`src/rtl/countdown_timer.sv`:
```
// Loadable, prescaled down-counter with terminal-count pulse and optional auto-reload.
module countdown_timer #(
  parameter int unsigned WIDTH      = 4,
  parameter int unsigned PRESCALE   = 100000000,
  parameter int unsigned PRESCALE_W = 27
) (
  input  logic             clk_100M,
  input  logic             rst,
  input  logic             load,
  input  logic [WIDTH-1:0] load_val,
  input  logic             start,
  input  logic             pause,
  input  logic             auto_reload,
  output logic [WIDTH-1:0] count,
  output logic             tc,
  output logic             busy,
  output logic             done
);

  typedef enum logic [1:0] {
    S_IDLE   = 2'd0,
    S_RUN    = 2'd1,
    S_PAUSED = 2'd2,
    S_DONE   = 2'd3
  } state_t;

  localparam logic [PRESCALE_W-1:0] PS_LAST = PRESCALE_W'(PRESCALE - 1);

  state_t                state;
  logic [WIDTH-1:0]      reload_reg;
  logic [PRESCALE_W-1:0] prescaler;
  logic                  tick;

  // One count step per PRESCALE cycles spent in RUN
  assign tick = (state == S_RUN) && (prescaler == PS_LAST);

  // Status flags are a direct decode of the state register
  assign busy = (state == S_RUN) || (state == S_PAUSED);
  assign done = (state == S_DONE);

  // Timer FSM, count, reload register, prescaler and tc pulse
  always_ff @(posedge clk_100M) begin
    tc <= 1'b0;
    if (rst) begin
      state      <= S_IDLE;
      count      <= '0;
      reload_reg <= '0;
      prescaler  <= '0;
    end else if (load) begin
      count      <= load_val;
      reload_reg <= load_val;
      prescaler  <= '0;
      state      <= S_IDLE;
    end else begin
      case (state)
        S_IDLE: begin
          if (start) begin
            if (count != '0) begin
              prescaler <= '0;
              state     <= S_RUN;
            end else begin
              tc    <= 1'b1;
              state <= S_DONE;
            end
          end
        end
        S_RUN: begin
          if (pause) begin
            // a coincident tick is dropped; prescaler and count hold
            state <= S_PAUSED;
          end else if (tick) begin
            prescaler <= '0;
            if (count > WIDTH'(1)) begin
              count <= count - WIDTH'(1);
            end else if (count == WIDTH'(1)) begin
              count <= '0;
              tc    <= 1'b1;
              if (!auto_reload) state <= S_DONE;
            end else begin
              // zero held for one full tick period before reloading
              count <= reload_reg;
              if (reload_reg == '0) tc <= 1'b1;
            end
          end else begin
            prescaler <= prescaler + PRESCALE_W'(1);
          end
        end
        S_PAUSED: begin
          if (start) state <= S_RUN;
        end
        S_DONE: begin
          if (start) begin
            if (reload_reg != '0) begin
              count     <= reload_reg;
              prescaler <= '0;
              state     <= S_RUN;
            end else begin
              tc <= 1'b1;
            end
          end
        end
        default: state <= S_IDLE;
      endcase
    end
  end

endmodule

```
`config.mk`:
```
export PLATFORM = sky130hd
export DESIGN_NAME = countdown_timer
export DESIGN_NICKNAME = d
export VERILOG_FILES = /design/src/rtl/countdown_timer.sv
export SDC_FILE = /design/constraint.sdc
export NUM_CORES = 1
export LEC_CHECK = 0
export BUFFER_PORTS_ARGS = -buffer_cell sky130_fd_sc_hd__buf_2
export CAP_MARGIN = 20
export CORE_AREA = 2 2 69 71
export DETAILED_ROUTE_END_ITERATION = 10
export DIE_AREA = 0 0 71 73
export PLACE_DENSITY = 0.7
export REMOVE_ABC_BUFFERS = 1
export SLEW_MARGIN = 20
export SYNTH_ARGS = -nofsm -noshare
export SYNTH_HDL_FRONTEND = slang
export SYNTH_SLANG_ARGS = --single-unit
export TNS_END_PERCENT = 10
```
`constraint.sdc`:
```
create_clock -name clk_100M -period 2.21 [get_ports clk_100M]
set_input_delay 0.3315 -clock clk_100M [delete_from_list [all_inputs] [get_ports clk_100M]]
set_output_delay 0.3315 -clock clk_100M [all_outputs]
set_load 0.01 [all_outputs]
```
---- Word-level counts from Yosys, hierarchy flattened ----
Cells that the tools add are included.
word-level totals
  bits in registers ....................... 38
  bits in latches ......................... 0
  RAM bits ................................ 0
  memory bits (read-only) ................. 0
  input port bits ......................... 10
  output and inout port bits .............. 7
  word-level logic and storage cells ...... 75
  memories ................................ 0
cells by class
  add/subtract/negate cells ............... 2
  multipliers ............................. 0
  divide/modulo/power cells ............... 0
  $lt $le $gt $ge ......................... 1
  eq/ne operators ......................... 19
  shifts and indexed selects .............. 0
  multiplexer cells ....................... 36
  bitwise logic cells ..................... 0
  reductions and logical operators ........ 12
operators by type and width
  kind                   number
  $mux 27                6
  $pmux 27 s3            1
  $mux 4                 7
  $add 27x1->27 const B  1
  $eq 27x27->1 const B   1
  $mux 2                 10
  $ne 3x3->1 const B     6
  $ne 2x2->1 const B     5
  $mux 1                 9
  $pmux 2 s4             1
  $pmux 4 s2             1
  $reduce_and 8->1       1
  $reduce_bool 4->1      2
  $ne 3x2->1 const B     2
  $reduce_and 6->1       1
  $reduce_bool 3->1      2
  $reduce_and 5->1       1
  $eq 2x2->1 const B     2
  $eq 4x1->1 const B     1
  $gt 4x1->1 const B     1
  $logic_not 4->1        1
  $sub 4x1->4 const B    1
  $pmux 1 s3             1
  $eq 2x1->1 const B     1
  5 further kinds        5

---- Longest topological paths before layout ----
  depth in word-level cells ............... 7
  depth in mapped cells ................... 8
  gate-level depth less buffers ........... 7

---- Worst setup path before layout ----
No wires, ideal clock.
  path kind ............................... reg2reg
  start ................................... register count[0]
  end ..................................... register prescaler[25]
  library setup time ...................... 70 ps
  arrival time ............................ 2397 ps
  required time ........................... 2140 ps
  setup slack ............................. -257 ps
  stages on the path, launching flop included .. 9
  buffers on the path ..................... 1
  period minus slack after synthesis ...... 2467 ps
  cells stage by stage .................... dfxtp_1 -> inv_1 -> ha_1 -> nor3b_1 -> a221o_1 -> or4b_4 -> buf_6 -> or3_1 -> a21oi_1
on the way
  longest elaborated chain between the ends .. 3
RTL lines
  element                     line  source
  from (decl)                 14    output logic [WIDTH-1:0] count,
  from (signal assigned)      50    count <= load_val;
  from (signal assigned)      74    count <= count - WIDTH'(1);
  from (signal assigned)      81    count <= reload_reg;
  $reduce_bool 4->1           58    if (count != '0) begin
  $ne 2x2->1 (no line)        n/a
  $reduce_and 6->1 (no line)  n/a
  to (signal assigned)        85    prescaler <= prescaler + PRESCALE_W'(1);
  to (decl)                   31    logic [PRESCALE_W-1:0] prescaler;
Every way passes these cells.
A chain may end at the register's enable or synchronous reset.

---- Worst setup path in the final report ----
  start ................................... register state[0]
  end ..................................... register prescaler[23]
on the way
  longest elaborated chain between the ends .. 5
  elaborated cells on any way between the ends .. 14
  those cells by class .................... eq/ne (7); mux (3); reduce/logical (4)
RTL lines
  element                 line    source
  from (decl)             29      state_t state;
  from (signal assigned)  45      state <= S_IDLE;
  from (signal assigned)  53      state <= S_IDLE;
  from (signal assigned)  60      state <= S_RUN;
  $eq 2x1->1              35, 55
  $logic_and 1x1->1       35      assign tick = (state == S_RUN) && (prescaler == PS_LAST);
  $mux 27                 71      end else if (tick) begin
  $mux 27                 68      if (pause) begin
  $pmux 27 s3             55      case (state)
Parallel ways exist; a longest one is shown, timed or not. The select of a mux whose other input is x is not followed.

==> impl_metrics.json <==
{
  "postSynthCellCount": 264,
  "finalCritPeriodShare_pct": 103.8,
  "synth_ff_type": "dfxtp_1",
  "grt_usage_pct": 21.19,
  "ys.warnings.count": 0,
  "worst_slack_ns": -0.08361,
  "final_cell_mix": "40 x buf_4, 34 x dfxtp_1, 25 x nand2_1",
  "post-route-cell-area_um2": 2761,
  "row_count": 25,
  "syn2layout_area_growth_pct": 28.09,
  "synth_top_area_share_pct": 35.29,
  "antenna_left": 0,
  "largest_register_ffs": 27,
  "synth.area.top_cells": "dfxtp_1 35%, a21oi_1 4.9%, nand2_1 4.4%",
  "drc": 0,
  "drt_iter0_markers": 92,
  "final_nets": 334,
  "tightest_slew_ns": 0.6109,
  "setup_viol": 3,
  "critPathKind": "register to register",
  "cp_top_family": "simple AND/OR/NAND/NOR gates",
  "clk_latency_ns": 0.29,
  "synth-async-reset-ratio_pct": 0,
  "cts.reportedPaths.clkPinSlew_ns": 0.08,
  "dieArea_um2": 5183,
  "crit_required_ns": 2.43,
  "cp-end-kind": "register",
  "synth_area_leader_cell": "dfxtp_1",
  "globalRouteOverflowTotal": 0,
  "syn-cell-area_um2": 2156,
  "peakVddDrop_mv": 0.2779,
  "setup_tns_ns": -0.1652,
  "power_density_nw_per_um2": 555.7,
  "dr.pass1.iters": 4,
  "multi_input_area_um2": 1416,
  "place_congestion": 0.8975,
  "drv_cap": 0,
  "die_w_um": 71,
  "p_leak_nw": 0.9792,
  "period_needed_ns": 2.294,
  "antenna_found_initial": 0,
  "layout_commonest_cell": "buf_4",
  "worstPathCellList": "inv_2 -> ha_4 -> o21ba_4 -> a221o_1 -> or4b_4 -> or4_4 -> a21oi_2",
  "max_slew_margin_pct": 59.09,
  "h-tree-depth": 2,
  "start_util_pct": 47.53,
  "coreArea_um2": 4536,
  "grt_pass1_wl_um": 8866,
  "violations": "negative setup slack",
  "synth_edf_count": 0,
  "path_buf_inv": 1,
  "fillers": 387,
  "worst_hold_path_type": "primary input to register",
  "start_kind": "register",
  "grt_max_degree": 14,
  "status": "finished, violations left",
  "dpl_cell_area_um2": 2531,
  "finalPower_w": 0.001534,
  "wirelength_um": 5542,
  "ys_seq_area_share_pct": 35.29,
  "fin_skew_ns": 0.008876,
  "antenna_cells": 0,
  "hpwl_um": 3974,
  "synth-seq-cells": 38,
  "vias": 2155,
  "hold_viol": 0,
  "clockBufferDepth": 2,
  "ios": 17,
  "synth_cell_type_count": 51,
  "routed_via_density": 5.824,
  "cts_buffers": 5,
  "final-max-slew-violation-count": 0,
  "cts_tree": "done",
  "portBuffers": 16,
  "cts.sinks": 38,
  "die_h_um": 73,
  "synth.avg_cell_area_um2": 8.166,
  "regArea_um2": 765.7,
  "max_freq_mhz": 436.0,
  "slowest_stage": "or4b_4",
  "grt_pass1_vias": 1989,
  "wire_per_inst_um": 14.98,
  "cts_hold_buf": 0,
  "crit_fanout": 5,
  "drive_gt1_share_pct": 29.75,
  "worst_path_largest_cell_delay_ns": 0.57,
  "cp.arrival_ns": 2.52,
  "rsz0062_at_grt": "yes",
  "clock-root-buffer": "clkbuf_8"
}
[cell usage after synthesis (all sizes together), types with 6 or more instances]
master	n
xnor2	8
nand4	6
or3	8
inv	13
nor3	7
nand2	25
o31ai	7
buf	6
ha	7
nand3	10
nor4	8
dfxtp	38
a21oi	21
nor2	23
o21ai	12
[per-layer routing]
| layer | up-vias | share of wire [%] | track usage (%) |
|---|---|---|---|
| li1 | 1083 | - | - |
| met1 | 1008 | 44 | 25.81 |
| met2 | 54 | 51 | 36.45 |
| met3 | 10 | 3.8 | 4.282 |
| met4 | 0 | 1.6 | 9.015 |
| met5 | - | 0 | 0 |
[layout make-up]
| class | count | area share, % |
|---|---|---|
| sequential | 38 | 27.73 |
| clock buffer | 6 | 2.990 |
| tap | 54 | 2.447 |
| multi-input combinational | 203 | 51.29 |
| timing repair buffer | 56 | 13.77 |
| inverter | 13 | 1.767 |
[power breakdown]
part           switching, W  total [W]  internal, W
registers         0.0000151   0.000716     0.000701
clock network      0.000231   0.000472     0.000241
logic              0.000184   0.000346     0.000163
[cell families after synthesis]
kind of cell / Yosys count / share of synthesized area, %
buf+inv: 24 / 4.934
simple gates: 116 / 29.31
compound gates: 62 / 19.09
xor+xnor: 11 / 4.469
flops: 38 / 35.29
fa+ha+maj: 7 / 4.062
mux: 6 / 2.844
[stage by stage]
step	cells	hold slack (ns)	setup WS [ns]	util, %
floorplan	253	0.4006	-0.2715	-
global placement	361	0.4620	-0.1034	55.81
detailed placement	361	0.4651	-0.1668	55.81
CTS	368	0.3154	-0.05863	58.21
global route	370	0.3279	-0.1393	60.88
finish	370	0.3087	-0.08361	60.88
[timing repair]
| item | CTS | global route |
|---|---|---|
| setup buffers | 0 | 2 |
| gates resized for setup | 7 | 24 |
| hold endpoints to repair | 0 | 0 |
| endpoints found under the setup margin | 20 | 27 |
| gates cloned | 1 | 0 |
| pin swaps | 2 | 8 |
[path summary, 6_finish.rpt]
| path | from | endpoint | slack (ns) | cells past startpoint |
|---|---|---|---|---|
| min | load_val[3] | reload_reg[3]$_SDFFE_PP0P_ | 0.31 | 3 |
| min reg2reg | prescaler[1]$_SDFFE_PP0P_ | prescaler[1]$_SDFFE_PP0P_ | 0.47 | 2 |
| max | state[0]$_SDFFE_PP0P_ | prescaler[23]$_SDFFE_PP0P_ | -0.08 | 7 |
| max reg2reg | state[0]$_SDFFE_PP0P_ | prescaler[23]$_SDFFE_PP0P_ | -0.08 | 7 |
[tightest hold or removal path, cell delays in order]
cell,delay [ns]
buf_2,0.10
mux2i_1,0.06
nor2_1,0.07
(Power assumes the default switching activity.)
